--- src/rtl/encoder4_2_seq_if.sv ---
// Request/grant bundle for encoder4_2_seq: capture inputs, output slot handshake and status.
// The master drives requests and out_ready; the slave (the encoder) drives the code slot and status.
interface encoder4_2_seq_if;
  logic       en;
  logic [3:0] req;
  logic       out_ready;
  logic       out_valid;
  logic [1:0] y_code;
  logic [3:0] pending;
  logic       drop;

  modport master (
    output en, req, out_ready,
    input  out_valid, y_code, pending, drop
  );

  modport slave (
    input  en, req, out_ready,
    output out_valid, y_code, pending, drop
  );
endinterface

--- src/rtl/encoder4_2_seq.sv ---
// Sequential 4-to-2 encoder: request pulses collect in a pending register and drain one code per handshake.
// Define ENCODER4_2_SEQ_ROUND_ROBIN_EN for round-robin selection; the default is fixed priority, 3 highest.
module encoder4_2_seq (
  input  logic             clk,
  input  logic             rst_n,
  encoder4_2_seq_if.slave  bus
);

  logic [3:0] r_pending;
  logic       r_out_valid;
  logic [1:0] r_y_code;
  logic       r_drop;
`ifdef ENCODER4_2_SEQ_ROUND_ROBIN_EN
  logic [1:0] r_ptr;
`endif

  logic       w_slot_free;
  logic       w_found;
  logic       w_load;
  logic [1:0] w_sel;
  logic [3:0] w_load_onehot;
  logic [3:0] w_req_masked;
  logic [3:0] w_pending_next;
  logic       w_drop_next;

  // Selection looks only at the registered pending bits, never at this cycle's req.
  always_comb begin : select_index
`ifdef ENCODER4_2_SEQ_ROUND_ROBIN_EN
    logic [1:0] w_idx;
`endif
    // NOTE: every variable gets a default before any branch, so no latch can be inferred.
    w_sel   = 2'd0;
    w_found = 1'b0;
`ifdef ENCODER4_2_SEQ_ROUND_ROBIN_EN
    w_idx   = 2'd0;
    for (int k = 1; k <= 4; k++) begin
      w_idx = r_ptr + 2'(k);
      if (!w_found && r_pending[w_idx]) begin
        w_sel   = w_idx;
        w_found = 1'b1;
      end
    end
`else
    for (int i = 0; i < 4; i++) begin
      if (r_pending[i]) begin
        w_sel   = 2'(i);
        w_found = 1'b1;
      end
    end
`endif
  end

  assign w_slot_free    = !r_out_valid || bus.out_ready;
  assign w_load         = w_slot_free && w_found;
  assign w_load_onehot  = w_load ? (4'b0001 << w_sel) : 4'b0000;
  assign w_req_masked   = bus.en ? bus.req : 4'b0000;
  assign w_pending_next = (r_pending & ~w_load_onehot) | w_req_masked;
  // A request on a bit that is being loaded this edge is a fresh event, not a merge.
  assign w_drop_next    = |(w_req_masked & r_pending & ~w_load_onehot);

  always_ff @(posedge clk) begin
    // NOTE: sequential state uses non-blocking assignments so all registers update together.
    if (!rst_n) begin
      r_pending   <= 4'b0000;
      r_out_valid <= 1'b0;
      r_y_code    <= 2'b00;
      r_drop      <= 1'b0;
`ifdef ENCODER4_2_SEQ_ROUND_ROBIN_EN
      r_ptr       <= 2'd3;
`endif
    end else begin
      r_pending <= w_pending_next;
      r_drop    <= w_drop_next;
      if (w_slot_free) begin
        r_out_valid <= w_load;
        if (w_load) r_y_code <= w_sel;
      end
`ifdef ENCODER4_2_SEQ_ROUND_ROBIN_EN
      if (w_load) r_ptr <= w_sel;
`endif
    end
  end

  assign bus.out_valid = r_out_valid;
  assign bus.y_code    = r_y_code;
  assign bus.pending   = r_pending;
  assign bus.drop      = r_drop;

endmodule
--- src/flat_wrapper.sv ---
// flat-port wrapper written by rule: the top's interface ports become plain ports
module encoder4_2_seq_flat 
  (clk, rst_n, bus_en, bus_req, bus_out_ready, bus_out_valid, bus_y_code, bus_pending, bus_drop);
  encoder4_2_seq_if bus_i ();
  input  logic clk;
  input  logic rst_n;
  input wire logic [$bits(bus_i.en)-1:0] bus_en;
  input wire logic [$bits(bus_i.req)-1:0] bus_req;
  input wire logic [$bits(bus_i.out_ready)-1:0] bus_out_ready;
  output wire logic [$bits(bus_i.out_valid)-1:0] bus_out_valid;
  output wire logic [$bits(bus_i.y_code)-1:0] bus_y_code;
  output wire logic [$bits(bus_i.pending)-1:0] bus_pending;
  output wire logic [$bits(bus_i.drop)-1:0] bus_drop;
  assign bus_i.en = bus_en;
  assign bus_i.req = bus_req;
  assign bus_i.out_ready = bus_out_ready;
  assign bus_out_valid = bus_i.out_valid;
  assign bus_y_code = bus_i.y_code;
  assign bus_pending = bus_i.pending;
  assign bus_drop = bus_i.drop;
  encoder4_2_seq u_core (.clk(clk), .rst_n(rst_n), .bus(bus_i));
endmodule
--- config.mk ---
export PLATFORM = sky130hd
export DESIGN_NAME = encoder4_2_seq_flat
export DESIGN_NICKNAME = d
export VERILOG_FILES = /design/src/rtl/encoder4_2_seq_if.sv /design/src/rtl/encoder4_2_seq.sv /design/src/flat_wrapper.sv
export SDC_FILE = /design/constraint.sdc
export NUM_CORES = 1
export LEC_CHECK = 0
export CORE_AREA = 3 3 40 42
export DETAILED_ROUTE_END_ITERATION = 10
export DIE_AREA = 0 0 43 45
export GPL_ROUTABILITY_DRIVEN = 0
export PLACE_DENSITY_LB_ADDON = 0.1
export SLEW_MARGIN = 5
export SYNTH_ARGS = -nofsm -noshare
export SYNTH_HDL_FRONTEND = slang
export SYNTH_SLANG_ARGS = --single-unit
--- constraint.sdc ---
create_clock -name clk -period 1.25 [get_ports clk]
set_input_delay 0.25 -clock clk [delete_from_list [all_inputs] [get_ports clk]]
set_output_delay 0.25 -clock clk [all_outputs]
set_load 0.1 [all_outputs]
# --- Yosys cells after proc, flatten, opt, wreduce, memory -nomap -nowiden ---
# Index checks and enable logic that the tools add are counted.
classes:
  n_shift: 1
  mux: 9
  n_bitwise: 5
  n_reduce_logical: 5
op_table:
  columns: ["cell", "n"]
  rows:
  - ["$and A4 B4 Y4", 3]
  - ["$mux W4", 2]
  - ["$mux W1", 5]
  - ["$mux W2", 2]
  - ["$not A4 Y4", 1]
  - ["$or A4 B4 Y4", 1]
  - ["$reduce_or A4 Y1", 1]
  - ["$shl A1 B2 Y4 const A", 1]
  - ["$reduce_and A2 Y1", 1]
  - ["$logic_and A1 B1 Y1", 1]
  - ["$logic_not A1 Y1", 1]
  - ["$logic_or A1 B1 Y1", 1]
word_totals:
  ff_bits: 8
  inputBits: 8

# --- Longest topological paths before layout ---
depth:
  depth_word: 9
  mapped_depth: 4
  mapped_depth_nobuf: 3

# --- Least setup slack after synthesis ---
# OpenSTA, ideal clock, no wires.
synth_path:
  path_kind: "reg-to-reg"
  start: "register u_core.r_pending[3] (netlist: u_core.bus.pending[3])"
  end: "register u_core.r_y_code[0] (netlist: u_core.bus.y_code[0])"
  setup_ps: 117
  arrival_time_ps: 1818
  setup_slack_ps: -685
  stages_incl_launch_ff: 4
  path_buffers: 0
  path_cell_list: "dfxtp_1 > nor4_1 > or4_1 > o211a_1"
synth_via:
  elab_chain_cells: 3
synth_rtl:
  columns: ["item", "line", "source"]
  rows:
  - ["start, declared", "encoder4_2_seq.sv:9", "logic [3:0] r_pending;"]
  - ["start signal, assigned", "encoder4_2_seq.sv:72", "r_pending <= w_pending_next;"]
  - ["$mux W1", "encoder4_2_seq.sv:45", "if (r_pending[i]) begin"]
  - ["$logic_and A1 B1 Y1", "encoder4_2_seq.sv:54", "assign w_load = w_slot_free && w_found;"]
  - ["$reduce_and A2 Y1 (no source line)", null, null]
  - ["end signal, assigned", "encoder4_2_seq.sv:76", "if (w_load) r_y_code <= w_sel;"]
  - ["end, declared", "encoder4_2_seq.sv:11", "logic [1:0] r_y_code;"]
# Several ways; a longest one is shown, not always the timed one.
# A chain may end at the register's enable or synchronous reset.

# --- Worst setup path after layout ---
layout_path:
  start: "register u_core.r_out_valid (netlist: u_core.bus.out_valid)"
  end: "register u_core.r_y_code[0] (netlist: u_core.bus.y_code[0])"
layout_via:
  elab_chain_cells: 4
layout_rtl:
  columns: ["item", "line", "source"]
  rows:
  - ["start, declared", "encoder4_2_seq.sv:10", "logic r_out_valid;"]
  - ["start signal, assigned", "encoder4_2_seq.sv:75", "r_out_valid <= w_load;"]
  - ["$logic_not A1 Y1 *", "encoder4_2_seq.sv:53", "assign w_slot_free = !r_out_valid || bus.out_ready;"]
  - ["$logic_or A1 B1 Y1 *", "encoder4_2_seq.sv:53", null]
  - ["$logic_and A1 B1 Y1", "encoder4_2_seq.sv:54", null]
  - ["$reduce_and A2 Y1 (no source line) *", null, null]
# Every way passes the cells marked *; elsewhere a longest branch is shown, timed or not.

==> reports/metrics.cfg <==
[status]
status = finished clean

[cts]
h-tree-depth = 1
hold_buffers = 0
clk_pin_slew_ps = 50
clockRootBuffer = clkbuf_4
cts.sinks = 8
cts_buffers = 3
clock_latency_ps = 250
cts_tree = built
clock_path_buffers = 2

[placement]
pre_cts_ws_ps = -363.4
portBuffers = 15
dpl.hpwl_um = 711.8

[route]
drc = 0
wirelength_um = 919
ant_nets = 0
routed_via_density = 5.135
post_drt_wl_per_cell_um = 12.42
dr.pass1.iters = 4
dr_total_vias = 380
drt_iter0_drc = 5

[critical_path]
worstPathMaxFanout = 7
crit_chain = nor2b_4, or4_1, o211a_1
critical_path_class = reg -> reg
worstPathArrival_ps = 1360
slowest_delay_ps = 500
end_kind = flop
crit_path_start_kind = flop
slowest_stage = or4_1
critPathRequiredTime_ps = 1390

[logic_synthesis]
syn_area_um2 = 350.3
avgSynthCellArea_um2 = 9.469
synth.top_cell.area_share_pct = 45.71
yosys.area.top_type = dfxtp_1
netlist_instances = 37
ys_seq_elements = 8
yosysWarningCount = 0
ys_seq_area_share_pct = 45.71
ys_top_cells_by_area = dfxtp_1, a21boi_0, nor2b_1
synth_cell_types = 20
syn_nets = 45

[layout]
multi_input_area_um2 = 198.9
num-nets-final = 68
ff_latch_area_um2 = 180.2
fillers = 111
antenna_cells = 0
area_growth_pct = 95.00
layout-drive-gt1-share_pct = 38.98

[sta]
hold_violations = 0
drv_slew = 0
fmax_ghz = 0.8212
layout_setup_ws_ps = 32.28
rsz0062_at_grt = no
setup_viol = 0
slew_headroom_pct = 80.83
worstMarginPinSlew_ps = 285.2
period_share_pct = 97.42
setup_tns_ps = 0
min_period_ps = 1218
clock_skew_ps = 3.247

[hold_path]
hp-class = reg -> reg

[floorplanning]
fp.coreArea_um2 = 1285
die_area_um2 = 1935
fp.dieW_um = 43
row_count = 13
initial_core_util_pct = 27.26
io_pins = 16
die_h_um = 45

[run]
cap_violations = 0

[power_and_ir_drop]
ir_drop_v = 0.0005408
p_total_w = 0.0007951
leakage_nw = 0.2699
p_per_area_nw_per_um2 = 1164

[global_route]
grt_max_degree = 11
grt_use_total_pct = 10.75
antenna_found_initial = 0
grt.overflow.total = 0
grt_pass1_wl_mm = 1.607
first_global_vias = 382

==> per-stage QoR <==
stage	hold slack, ps	area (um2)	instances	utilization [%]
6_report	527.6	683.2	74	53.16
5_1_grt	550.5	683.2	74	53.16
4_1_cts	529.1	675.6	73	52.58
3_5_place_dp	515.7	643.1	69	50.05
3_3_place_gp	494.8	643.1	69	50.05
2_1_floorplan	366.2	376.6	37	-
==> layout make-up <==
cell class | count | share of cell area, %
repair buffers | 19 | 37.91
well taps | 15 | 2.747
flip-flops and latches | 8 | 26.37
clock buffers | 4 | 3.846
multi-input cells | 28 | 29.12
==> flip-flops by register name (all words and copies together) (netlist names) <==
signal	cells
u_core.bus.pending	4
u_core.bus.y_code	2
u_core.bus.drop	1
u_core.bus.out_valid	1
==> final timing paths <==
check                                         start  slack [ps]  depth (start not counted)                           endpoint
setup / recovery  u_core.bus.out_valid$_SDFFE_PN0P_          30                          3  u_core.bus.y_code[0]$_SDFFE_PN0P_
hold reg to reg   u_core.bus.y_code[1]$_SDFFE_PN0P_         530                          2  u_core.bus.y_code[1]$_SDFFE_PN0P_
hold / removal    u_core.bus.y_code[1]$_SDFFE_PN0P_         530                          2  u_core.bus.y_code[1]$_SDFFE_PN0P_
setup reg to reg  u_core.bus.out_valid$_SDFFE_PN0P_          30                          3  u_core.bus.y_code[0]$_SDFFE_PN0P_
==> cells in the final DEF, fill, tap and decap left out <==
| cell type | synthesis | layout |
|---|---|---|
| buf_12 | 0 | 8 |
| clkbuf_1 | 0 | 1 |
| dfxtp_2 | 0 | 1 |
| or4_1 | 1 | 1 |
| nor2_1 | 1 | 1 |
| o211a_1 | 1 | 1 |
| clkdlybuf4s50_1 | 0 | 6 |
| dfxtp_1 | 8 | 2 |
| o31ai_1 | 1 | 1 |
| clkbuf_4 | 0 | 3 |
| nor4_2 | 0 | 1 |
| or2_1 | 1 | 1 |
| o211ai_1 | 1 | 1 |
| nor2b_4 | 0 | 1 |
| a31oi_1 | 1 | 1 |
| dlygate4sd2_1 | 0 | 1 |
| nand2_1 | 4 | 4 |
| dfxtp_4 | 0 | 5 |
| o311ai_1 | 0 | 1 |
| a21boi_0 | 4 | 4 |
| nor2b_1 | 3 | 2 |
| a32oi_1 | 1 | 1 |
| a22oi_1 | 1 | 1 |
| buf_4 | 0 | 4 |
| o21ai_0 | 3 | 3 |
| a22o_1 | 1 | 1 |
| o41a_1 | 1 | 1 |
| nand2b_1 | 1 | 1 |
==> cells in the mapped netlist <==
cell type / instances
a21boi_0: 4
a22o_1: 1
a22oi_1: 1
a31oi_1: 1
a32oi_1: 1
buf_2: 1
dfxtp_1: 8
nand2_1: 4
nand2b_1: 1
nor2_1: 1
nor2b_1: 3
nor4_1: 1
o211a_1: 1
o211ai_1: 1
o21ai_0: 3
o311ai_0: 1
o31ai_1: 1
o41a_1: 1
or2_1: 1
or4_1: 1
==> worst max-delay path, delay by kind of cell (launching register included) <==
kind	cells	cell delay, ps
simple gates	2	640
flops	1	340
compound gates	1	140
==> logic make-up after synthesis <==
logic type | after synthesis | share of synthesized area, %
AOI/OAI and AO/OA | 16 | 34.65
and+or+nand+nor | 12 | 18.22
DFF | 8 | 45.71
buffers and inverters | 1 | 1.427
==> layer usage <==
metal  share of wire [%]  vias up  GRT usage, %  wire [um]
li1                    -      188             -          -
met1                  43      173         13.29        394
met2                  47       17         17.66        429
met3                 9.2        2         3.586         85
met4                0.98        0         3.614          9
met5                   0        -             0          0
==> power breakdown <==
part           leakage [nW]  internal, W  switching (W)  total [W]
Clock                0.0150     0.000122      0.0000890   0.000211
Sequential           0.0695     0.000270      0.0000250   0.000295
Combinational         0.185     0.000120       0.000169   0.000289
==> what timing repair did <==
action,CTS,global route
endpoints found under the setup margin,6,1
buffers inserted,0,1
resized for setup,3,0
gates cloned,0,0
(Power assumes the default switching activity.)
==> edit, RTL diff (same flow settings) <==
Make the reset (`rst_n`) asynchronous in one clocked block.
--- a/src/rtl/encoder4_2_seq.sv
+++ b/src/rtl/encoder4_2_seq.sv
@@ -59,5 +59,5 @@
   assign w_drop_next    = |(w_req_masked & r_pending & ~w_load_onehot);
 
-  always_ff @(posedge clk) begin
+  always_ff @(posedge clk or negedge rst_n) begin
     // NOTE: sequential state uses non-blocking assignments so all registers update together.
     if (!rst_n) begin
Function: differs if rst_n is asserted again (counterexample within 4 cycles, from zero or initial values and one cycle with rst_n low); with rst_n held inactive, the same outputs for 10 cycles.
==> edit against the unedited design <==
  * The flow now finishes with violations (negative setup slack)
  * Clock skew is 0.0045 ns higher
  * Sequential share of layout area increased by 2.1 points
  * Area after synthesis up 11%
  * Routed wire length grew 8.9%
  * Non-clock buffer count rose by 5
  * Hold slack got worse by 0.24 ns
  * Cell area is 10% higher
  * Sequential cell count unchanged
  * Count of clock-buffer cells in the layout is the same
  * Worst setup slack worse by 0.038 ns
  * First-iteration DRC count decreased by 40%
Power is not compared: it rests on default switching activity, and its combinational part moved more than twofold at a synthesized area within 25%.
==> edit: results <==
{
  "outcome": "complete, but fails checks",
  "violations": "negative setup slack",
  "drt-wirelength-per-cell_um": 12.8,
  "max_slew_margin_pct": 74.3,
  "route.met2.wl_um": 538,
  "multi_input_area_share_pct": 24.5,
  "critPathArrivalTime_ns": 1.01,
  "grtUsageMet1_pct": 13.8,
  "synth_cell_types": 17,
  "bufAreaShareNonClock_pct": 41.1,
  "grt_usage_pct": 12.1,
  "seq_share_pct": 28.5,
  "cp_max_fo": 2,
  "dr.first_iter.drc_count": 3,
  "netlist_top_cells_area": "dfrtp_1 (51%), nand2_1 (6.7%), o311ai_4 (6.7%), o21ai_0 (5.1%), o2111ai_1 (4.5%)",
  "crit_path_top_delay_cell": "dfrtp_4",
  "setup_slack_ns": -0.00573,
  "wl_met1_um": 395,
  "first_pass_iters": 2,
  "wl_um": 1000,
  "final-clk-cell-share_pct": 3.49,
  "pre_cts_ws_ns": -0.194,
  "met3WireLength_um": 61,
  "ys_seq_area_share_pct": 51.3,
  "grt_max_degree": 9,
  "skew_ns": 0.00775,
  "setup_violations": 1,
  "multi_input_gates": 27,
  "dp_cells": 73,
  "avgViaCountPerCell": 4.90,
  "ys_async_sr_fraction_pct": 100
}
==> edit: cell count changes in the layout (fill, tap and decap cells not counted), sizes merged, moves of 2 or more <==
| cell | change |
|---|---|
| dfrtp | +8 |
| a21boi | -4 |
| o2111ai | +2 |
| dfxtp | -8 |
| buf | +5 |
| nand2 | +3 |
==> edit: worst paths after layout <==
| kind | start | to | slack (ns) | cells after the start |
|---|---|---|---|---|
| worst max register to register | u_core.bus.pending[2] | u_core.bus.drop | 0.01 | 3 |
| worst max-delay path | u_core.bus.out_valid | bus_out_valid | -0.006 | 2 |
| max in group asynchronous | rst_n | u_core.bus.pending[2] | 0.65 | 1 |
| worst min-delay path | rst_n | u_core.bus.out_valid | 0.29 | 1 |
| min in group clk | u_core.bus.y_code[1] | u_core.bus.y_code[1] | 0.56 | 2 |
| worst min register to register | u_core.bus.y_code[1] | u_core.bus.y_code[1] | 0.56 | 2 |
==> edit: stage by stage <==
stage	utilization [%]	TNS, ns	power [mW]	cell area, um2
CTS	58.5	-0.0105	1.18	752
detailed placement	54.2	-0.901	0.955	697
floorplan	-	-0.625	0.702	407
finish	58.5	-0.00573	1.18	752
global placement	54.2	-0.870	0.949	697
global route	58.5	-0.115	1.23	752
==> edit: cell families (layout without fill, tap and decap cells) <==
logic type,after synthesis,count (layout),synth area share (%)
flip-flops,8,8,51.3
AO/OA/AOI/OAI,10,10,22.1
buffers and inverters,2,28,4.17
AND/OR/NAND/NOR,16,16,19.9
multiplexers,1,1,2.56
==> edit: repair_timing <==
item                                    in CTS  in global routing
pin swaps                                    1                  1
buffers inserted                             2                  0
endpoints found under the setup margin       4                  5
resized for setup                            6                  1
==> edit: critical path, delay by kind of cell (launching register included) <==
kind                   cells  cell delay [ns]
flip-flops                 1             0.48
buffers and inverters      2             0.28
